$ cat config.mk
export PLATFORM = sky130hd
export DESIGN_NAME = dds_sweep_ctrl
export DESIGN_NICKNAME = d
export VERILOG_FILES = /design/src/rtl/dds_pkg.sv /design/src/rtl/dds_step_clamp.sv /design/src/rtl/dds_sweep_ctrl.sv
export SDC_FILE = /design/constraint.sdc
export NUM_CORES = 1
export LEC_CHECK = 0
export CORE_ASPECT_RATIO = 1.1
export CORE_MARGIN = 2
export CORE_UTILIZATION = 60
export DETAILED_ROUTE_END_ITERATION = 8
export GPL_TIMING_DRIVEN = 0
export PLACE_DENSITY_LB_ADDON = 0.08
export SETUP_SLACK_MARGIN = 0.5
export SYNTH_ARGS = -nofsm -noshare
export SYNTH_HDL_FRONTEND = slang
export SYNTH_SLANG_ARGS = --single-unit
$ cat constraint.sdc
create_clock -name sys_clk -period 10.07 [get_ports sys_clk]
set_input_delay 2.014 -clock sys_clk [delete_from_list [all_inputs] [get_ports sys_clk]]
set_output_delay 2.014 -clock sys_clk [all_outputs]
set_load 0.005 [all_outputs]
$ cat src/rtl/dds_pkg.sv
// Shared definitions for the DDS block family (dds, key_control, dds_sweep_ctrl).
//   FREQ_W / WAVE_W : widths of the phase-increment word and the waveform select
//   MODE_*          : sweep mode encodings carried on the 2-bit mode input
//   ST_*            : sweep controller FSM state encodings
//   dir_t           : step direction for the step/clamp helper
package dds_pkg;

   localparam int FREQ_W = 32;
   localparam int WAVE_W = 4;

   localparam logic [1:0] MODE_SINGLE   = 2'd0;
   localparam logic [1:0] MODE_REPEAT   = 2'd1;
   localparam logic [1:0] MODE_PINGPONG = 2'd2;
   localparam logic [1:0] MODE_RSVD     = 2'd3;

   localparam logic [1:0] ST_IDLE   = 2'd0;
   localparam logic [1:0] ST_RUN_UP = 2'd1;
   localparam logic [1:0] ST_RUN_DN = 2'd2;

   typedef enum logic {
      DIR_UP = 1'b0,
      DIR_DN = 1'b1
   } dir_t;

endpackage

$ cat src/rtl/dds_step_clamp.sv
// Combinational step-and-saturate for the sweep frequency word.
//   cur       : current frequency word
//   step      : step size
//   bound     : stop value when stepping up, start value when stepping down
//   dir       : DIR_UP adds step, DIR_DN subtracts it
//   next_word : stepped word, saturated to bound on overshoot or carry/borrow
module dds_step_clamp
   import dds_pkg::*;
(
   input  logic [FREQ_W-1:0] cur,
   input  logic [FREQ_W-1:0] step,
   input  logic [FREQ_W-1:0] bound,
   input  dir_t              dir,
   output logic [FREQ_W-1:0] next_word
);

   // One extra bit so a carry out of the top (or a borrow) is visible and
   // forces saturation instead of wrapping to a small/large value.
   logic [FREQ_W:0] sum;
   logic [FREQ_W:0] diff;

   always_comb begin
      sum       = {1'b0, cur} + {1'b0, step};
      diff      = {1'b0, cur} - {1'b0, step};
      next_word = bound;
      if (dir == DIR_UP) begin
         if (!sum[FREQ_W] && (sum[FREQ_W-1:0] <= bound))
            next_word = sum[FREQ_W-1:0];
      end else begin
         if (!diff[FREQ_W] && (diff[FREQ_W-1:0] >= bound))
            next_word = diff[FREQ_W-1:0];
      end
   end

endmodule

$ cat src/rtl/dds_sweep_ctrl.sv
// Frequency-sweep scheduler feeding the DDS phase-increment word.
// Steps freq_word from freq_start to freq_stop by freq_step, holding each
// word for max(dwell,1) clocks, and latches the waveform select at start.
//   sys_clk, sys_rst     : clock, synchronous active-high reset
//   start, abort         : sweep request / sweep stop (abort wins over start)
//   mode                 : single / repeat / ping-pong (3 is rejected)
//   freq_start/stop/step : sweep configuration, sampled only when accepted
//   dwell, wave_in       : hold time per word, waveform select to latch
//   freq_word            : registered frequency word to the DDS
//   wave_select          : registered waveform select to the DDS
//   busy                 : sweep in progress
//   sweep_done, cfg_err  : one-cycle pulses (single sweep finished / start rejected)
//   state_dbg            : current FSM state
module dds_sweep_ctrl
   import dds_pkg::*;
#(
   parameter logic [FREQ_W-1:0] FREQ_DEFAULT = 32'd2000,
   parameter int                DWELL_W      = 24
) (
   input  logic               sys_clk,
   input  logic               sys_rst,
   input  logic               start,
   input  logic               abort,
   input  logic [1:0]         mode,
   input  logic [FREQ_W-1:0]  freq_start,
   input  logic [FREQ_W-1:0]  freq_stop,
   input  logic [FREQ_W-1:0]  freq_step,
   input  logic [DWELL_W-1:0] dwell,
   input  logic [WAVE_W-1:0]  wave_in,
   output logic [FREQ_W-1:0]  freq_word,
   output logic [WAVE_W-1:0]  wave_select,
   output logic               busy,
   output logic               sweep_done,
   output logic               cfg_err,
   output logic [1:0]         state_dbg
);

   localparam logic [DWELL_W-1:0] DWELL_ONE = DWELL_W'(1);

   // Handshake: start is a request that is taken only while busy is low
   // (busy acts as the inverse of ready). An accepted start raises busy on
   // the next clock; a rejected one pulses cfg_err instead. Requests made
   // while busy is high are dropped, not queued.

   logic [1:0]         state;
   logic [FREQ_W-1:0]  cfg_start;
   logic [FREQ_W-1:0]  cfg_stop;
   logic [FREQ_W-1:0]  cfg_step;
   logic [DWELL_W-1:0] cfg_dwell;
   logic [1:0]         cfg_mode;
   logic [DWELL_W-1:0] dwell_cnt;

   logic               cfg_bad;
   logic [DWELL_W-1:0] dwell_in_ld;
   logic [DWELL_W-1:0] dwell_ld;
   logic               at_stop;
   logic               at_start;
   dir_t               clamp_dir;
   logic [FREQ_W-1:0]  clamp_bound;
   logic [FREQ_W-1:0]  clamp_next;

   always_comb begin
      cfg_bad     = (freq_step == '0) || (freq_start > freq_stop) || (mode == MODE_RSVD);
      // Reload value is dwell-1 so the word is held dwell clocks; 0 acts as 1.
      dwell_in_ld = (dwell == '0) ? '0 : dwell - DWELL_ONE;
      dwell_ld    = (cfg_dwell == '0) ? '0 : cfg_dwell - DWELL_ONE;
      at_stop     = (freq_word == cfg_stop);
      at_start    = (freq_word == cfg_start);
      // Step up while climbing, and also from start when turning around at
      // the bottom; step down otherwise (descending, or turning at stop).
      if (((state == ST_RUN_UP) && !at_stop) || ((state == ST_RUN_DN) && at_start))
         clamp_dir = DIR_UP;
      else
         clamp_dir = DIR_DN;
      clamp_bound = (clamp_dir == DIR_UP) ? cfg_stop : cfg_start;
   end

   dds_step_clamp u_step_clamp (
      .cur       (freq_word),
      .step      (cfg_step),
      .bound     (clamp_bound),
      .dir       (clamp_dir),
      .next_word (clamp_next)
   );

   always_ff @(posedge sys_clk) begin
      if (sys_rst) begin
         state       <= ST_IDLE;
         freq_word   <= FREQ_DEFAULT;
         wave_select <= '0;
         busy        <= 1'b0;
         sweep_done  <= 1'b0;
         cfg_err     <= 1'b0;
         cfg_start   <= '0;
         cfg_stop    <= '0;
         cfg_step    <= '0;
         cfg_dwell   <= '0;
         cfg_mode    <= MODE_SINGLE;
         dwell_cnt   <= '0;
      end else begin
         sweep_done <= 1'b0;
         cfg_err    <= 1'b0;
         if (abort) begin
            // Freeze the outputs where they are; no done pulse.
            state <= ST_IDLE;
            busy  <= 1'b0;
         end else begin
            case (state)
               ST_IDLE: begin
                  if (start) begin
                     if (cfg_bad) begin
                        cfg_err <= 1'b1;
                     end else begin
                        cfg_start   <= freq_start;
                        cfg_stop    <= freq_stop;
                        cfg_step    <= freq_step;
                        cfg_dwell   <= dwell;
                        cfg_mode    <= mode;
                        freq_word   <= freq_start;
                        wave_select <= wave_in;
                        dwell_cnt   <= dwell_in_ld;
                        busy        <= 1'b1;
                        state       <= ST_RUN_UP;
                     end
                  end
               end
               ST_RUN_UP: begin
                  if (dwell_cnt != '0) begin
                     dwell_cnt <= dwell_cnt - DWELL_ONE;
                  end else begin
                     dwell_cnt <= dwell_ld;
                     if (!at_stop) begin
                        freq_word <= clamp_next;
                     end else begin
                        case (cfg_mode)
                           MODE_REPEAT: freq_word <= cfg_start;
                           MODE_PINGPONG: begin
                              // start==stop: nothing to turn around to, hold.
                              if (cfg_start != cfg_stop) begin
                                 state     <= ST_RUN_DN;
                                 freq_word <= clamp_next;
                              end
                           end
                           default: begin
                              state      <= ST_IDLE;
                              busy       <= 1'b0;
                              sweep_done <= 1'b1;
                           end
                        endcase
                     end
                  end
               end
               ST_RUN_DN: begin
                  if (dwell_cnt != '0) begin
                     dwell_cnt <= dwell_cnt - DWELL_ONE;
                  end else begin
                     dwell_cnt <= dwell_ld;
                     freq_word <= clamp_next;
                     if (at_start)
                        state <= ST_RUN_UP;
                  end
               end
               default: begin
                  state <= ST_IDLE;
                  busy  <= 1'b0;
               end
            endcase
         end
      end
   end

   assign state_dbg = state;

endmodule

==> flow_results.org <==
** Outcome
- The flow ran to the end, and the final reports show no timing, DRC or antenna violations.

** Finish
- After the last flow step, the layout net total stands at 2668.
- From synthesis to final layout, the design area changed by 15.9%.
- Post-Layout Cell Count :: 2747
- Fraction of layout cells with a size suffix above 1 :: 3.53%

** Floorplan
- The floorplan step defined a core boundary enclosing 28500 µm².
- The die covers 30200 µm².
- The die is 182 µm tall.
- In this run the horizontal extent of the chip is 166 µm.
- Starting density of the core :: 60.6%
- Site Rows :: 65
- In this run the count of I/O pins placed on the die edge is 171.

** Synthesis
- Among all cell types in the netlist, the one instantiated most often is sky130_fd_sc_hd__nor2_1.
- Number of enable flip-flop cells after synthesis :: 0
- sky130_fd_sc_hd__dfxtp_1 takes more of the synthesized area than any other cell.
- Most instantiated cells after synthesis :: 272 x sky130_fd_sc_hd__nor2_1, 204 x sky130_fd_sc_hd__mux2i_1, 187 x sky130_fd_sc_hd__dfxtp_1
- Combined area of all synthesized cells :: 17300 µm²
- Share of Yosys cell area claimed by the top area cell type :: 21.7%
- For this run, the leading register cell type out of synthesis is sky130_fd_sc_hd__dfxtp_1.
- After synthesis, the mean cell area works out to 7.94 µm².
- Number of standard cells after synthesis :: 2178
- The share of the Yosys chip area taken by registers is 21.7%.
- #FFs+latches synth :: 187
- Yosys cell types :: 87
- Synthesis produced a netlist with a net count of 2480.
- Counting flops with an async set or reset pin after synthesis yields a share of 0%.
- By area the synthesized netlist is led by sky130_fd_sc_hd__dfxtp_1 22%, sky130_fd_sc_hd__ha_1 12%, sky130_fd_sc_hd__mux2i_1 12%.
- Warnings, synthesis :: 0

** Clock network
- Clock Pin Slew Worst Setup and Hold Paths :: 0.08 ns
- For the worst-skew pair, the clock arrives at the later sink with an insertion delay of 0.47 ns.
- The H-tree generated during clock tree synthesis spans 4 levels.
- Clock buffer depth :: 2
- Clock tree synthesis selected as its root buffer the cell sky130_fd_sc_hd__clkbuf_16.
- Gates resized during post-CTS repair numbered 0.
- The number of setup buffers added after CTS is 0.
- TritonCTS built the clock tree.
- Buffers inserted to repair hold after CTS numbered 0.
- The clock net in this run drives a total of 187 sinks.
- Total CTS buffers :: 17

** Detailed routing
- The pre-antenna-repair detailed-routing pass consisted of 8 iterations.
- Number of nets still failing antenna checks after routing :: 0
- Wires add up to 71000 µm.
- After detailed routing, the average wire length per cell comes to 25.8 µm.
- In the routed layout, each cell is associated on average with a via count of 6.72.
- The detailed router placed 18456 vias in this run.
- In the routed design, unresolved DRC markers number 0.
- Number of DRC violations after detailed-routing iteration 0 :: 2283

** Min path
- Hold_sp :: wave_select[2]
- Kind of path behind the tightest hold check :: reg2reg
- Number of cells on the worst hold path :: 2
- Hold Crit Endpoint :: wave_select[2]

** STA
- Setup WS post-layout :: 1.73 ns
- Across all hold checks on the routed design, the worst slack comes to 0.506 ns.
- Dividing the final minimum period by the clock period gives 82.8%.
- For the pin with the worst max-slew slack, the measured transition is 1.11 ns.
- Setup-failing EPs final :: 0
- For this run, the top clock speed supported by timing is 0.120 GHz.
- Worst rel slew slack :: 25.9%
- The number of slew-limit violations in the final report is 0.
- Unrepaired setup endpoints after global routing :: no
- The count of endpoints failing hold in the final timing report is 0.
- Setup TNS after final layout :: 0 ns
- Skew final :: 0.0176 ns
- Shortest clock period the worst path allows after layout :: 8.34 ns

** Power
- Power spread over the standard cell area amounts to 150 nW/µm².
- Worst vdd rail ir drop :: 0.111 mV
- For this design the static power due to leakage is 8.38 nW.
- After layout, the design draws a total of 0.00301 W.

** Worst setup path
- Data arrives at the worst endpoint at 8.64 ns.
- For flop-to-flop paths, the worst setup slack is 1.73 ns.
- Worst r2r src :: cfg_stop[24]
- For this design, the slowest cell found on the critical path is sky130_fd_sc_hd__nor2_1.
- The critical path goes through clkbuf_1 > xor2_1 > nor4_1 > nand4_1 > or2_2 > clkbuf_1 > a22o_1 > clkbuf_1 > clkbuf_1 > clkbuf_1 > mux2i_1 > ha_1 > nand2_1 > o211ai_1 > a211o_1 > a41oi_1 > o211ai_1 > o21a_1 > buf_1 > nor2_1 > nor2_1 > o211ai_1 > a32oi_1 > a311oi_1.
- Worst flop-to-flop path endpoint :: freq_word[0]
- Critical path type :: reg2reg
- Maximum fanout along the worst path :: 10
- Most used cell, CP :: sky130_fd_sc_hd__clkbuf_1
- Type of element capturing the critical path :: flip-flop
- CP max stage delay :: 0.73 ns
- STA classifies the critical path startpoint as a flip-flop.
- At the worst endpoint, the required time is 10.37 ns.
- Worst reg-to-reg path cell count :: 24

** Placement
- Placer's final routability congestion estimate :: 1.06
- Placed wire-length estimate after detailed placement :: 56800 µm
- Worst Setup Slack post-DPL :: 2.38 ns
- Buffers added on ports :: 169
- Post-placement cell count :: 2715

** GRT
- For this run the aggregate overflow at the end of global routing stands at 0.
- Antenna violations before repair :: 2
- Entering global routing, the biggest net connects 20 pins.
- Wire length of the first global-routing pass :: 105000 µm
- The via count of the first global-routing pass is 18378.
- Global-route usage over all layers :: 45.6%

** Job
- The tool flagged a number of max-cap violations equal to 0.
==> logic make-up after synthesis <==
group / count (synthesis) / share of synthesized area (%)
buf+inv: 242 / 5.52
xor+xnor: 212 / 10.7
compound gates: 471 / 18.5
mux: 211 / 12.3
flops: 187 / 21.7
fa+ha+maj: 172 / 12.5
simple gates: 683 / 18.7
==> cell type report <==
type / count / area, µm²
inverter: 123 / 462
antenna: 1 / 2.50
sequential: 187 / 3740
timing repair buffer: 169 / 1690
tap: 368 / 460
buffer: 119 / 493
clock inverter: 14 / 176
fill: 2258 / 8500
clock buffer: 17 / 425
multi-input combinational: 1749 / 12600
==> how the worst max path moves through the flow <==
stage                      start           end  slack, ns  cells after the start
finish              cfg_stop[24]  freq_word[0]       1.73                     24
CTS                 cfg_stop[24]  freq_word[2]       2.33                     23
global placement    cfg_stop[24]  freq_word[2]       2.32                     23
detailed placement  cfg_stop[24]  freq_word[2]       2.38                     23
global route        cfg_stop[24]  freq_word[0]       1.55                     24
floorplan           freq_word[0]  freq_word[5]       4.48                     25
==> state kept, by name, summed over array words and instances (netlist names), 2 cells and up <==
name	cells
cfg_start	32
cfg_step	32
cfg_stop	32
freq_word	32
cfg_dwell	24
dwell_cnt	24
wave_select	4
cfg_mode	2
state_dbg	2
==> routing by layer <==
metal	global-route usage, %	vias to the layer above	part of all wire (%)	wire length, µm
met5	0	-	0	0
met4	35.7	0	8.7	6210
met3	9.61	371	10	7190
li1	-	8205	-	-
met2	74.8	1240	45	32100
met1	51.7	8640	36	25500
==> power breakdown <==
| group | switching, W | internal [W] |
|---|---|---|
| registers | 0.0000706 | 0.000774 |
| logic | 0.000875 | 0.000563 |
| clock network | 0.000368 | 0.000356 |
| total | 0.00131 | 0.00169 |
==> per-stage QoR <==
step	area (µm²)	util (%)
global route	20000	70.2
floorplan	17300	-
global placement	19400	68.1
detailed placement	19400	68.1
CTS	20000	70.2
finish	20000	70.2
==> critical path, delay by kind of cell, from the launching register on <==
family / cells / cell delay, ns
xor gates and xnor gates: 1 / 0.64
buffers and inverters: 6 / 2.93
AOI/OAI and AO/OA: 9 / 2.08
and+or+nand+nor: 6 / 1.50
muxes: 1 / 0.32
adders and majority gates: 1 / 0.39
DFF: 1 / 0.31
==> cell usage in the layout, fill, tap and decap left out, types with 21 or more instances in the layout <==
cell type | netlist | final
sky130_fd_sc_hd__a21o_1 | 29 | 29
sky130_fd_sc_hd__a21oi_1 | 113 | 113
sky130_fd_sc_hd__a31oi_1 | 25 | 25
sky130_fd_sc_hd__clkbuf_1 | 82 | 82
sky130_fd_sc_hd__clkdlybuf4s50_1 | 0 | 169
sky130_fd_sc_hd__dfxtp_1 | 187 | 187
sky130_fd_sc_hd__ha_1 | 170 | 170
sky130_fd_sc_hd__inv_1 | 122 | 122
sky130_fd_sc_hd__mux2i_1 | 204 | 204
sky130_fd_sc_hd__nand2_1 | 132 | 132
sky130_fd_sc_hd__nand2b_1 | 21 | 21
sky130_fd_sc_hd__nand3_1 | 30 | 30
sky130_fd_sc_hd__nand4_1 | 30 | 30
sky130_fd_sc_hd__nor2_1 | 272 | 272
sky130_fd_sc_hd__nor2b_1 | 26 | 26
sky130_fd_sc_hd__nor3_1 | 46 | 46
sky130_fd_sc_hd__nor4_1 | 50 | 50
sky130_fd_sc_hd__o21ai_0 | 72 | 72
sky130_fd_sc_hd__o22ai_1 | 31 | 31
sky130_fd_sc_hd__xnor2_1 | 93 | 93
sky130_fd_sc_hd__xor2_1 | 119 | 119
(Power assumes the default switching activity.)
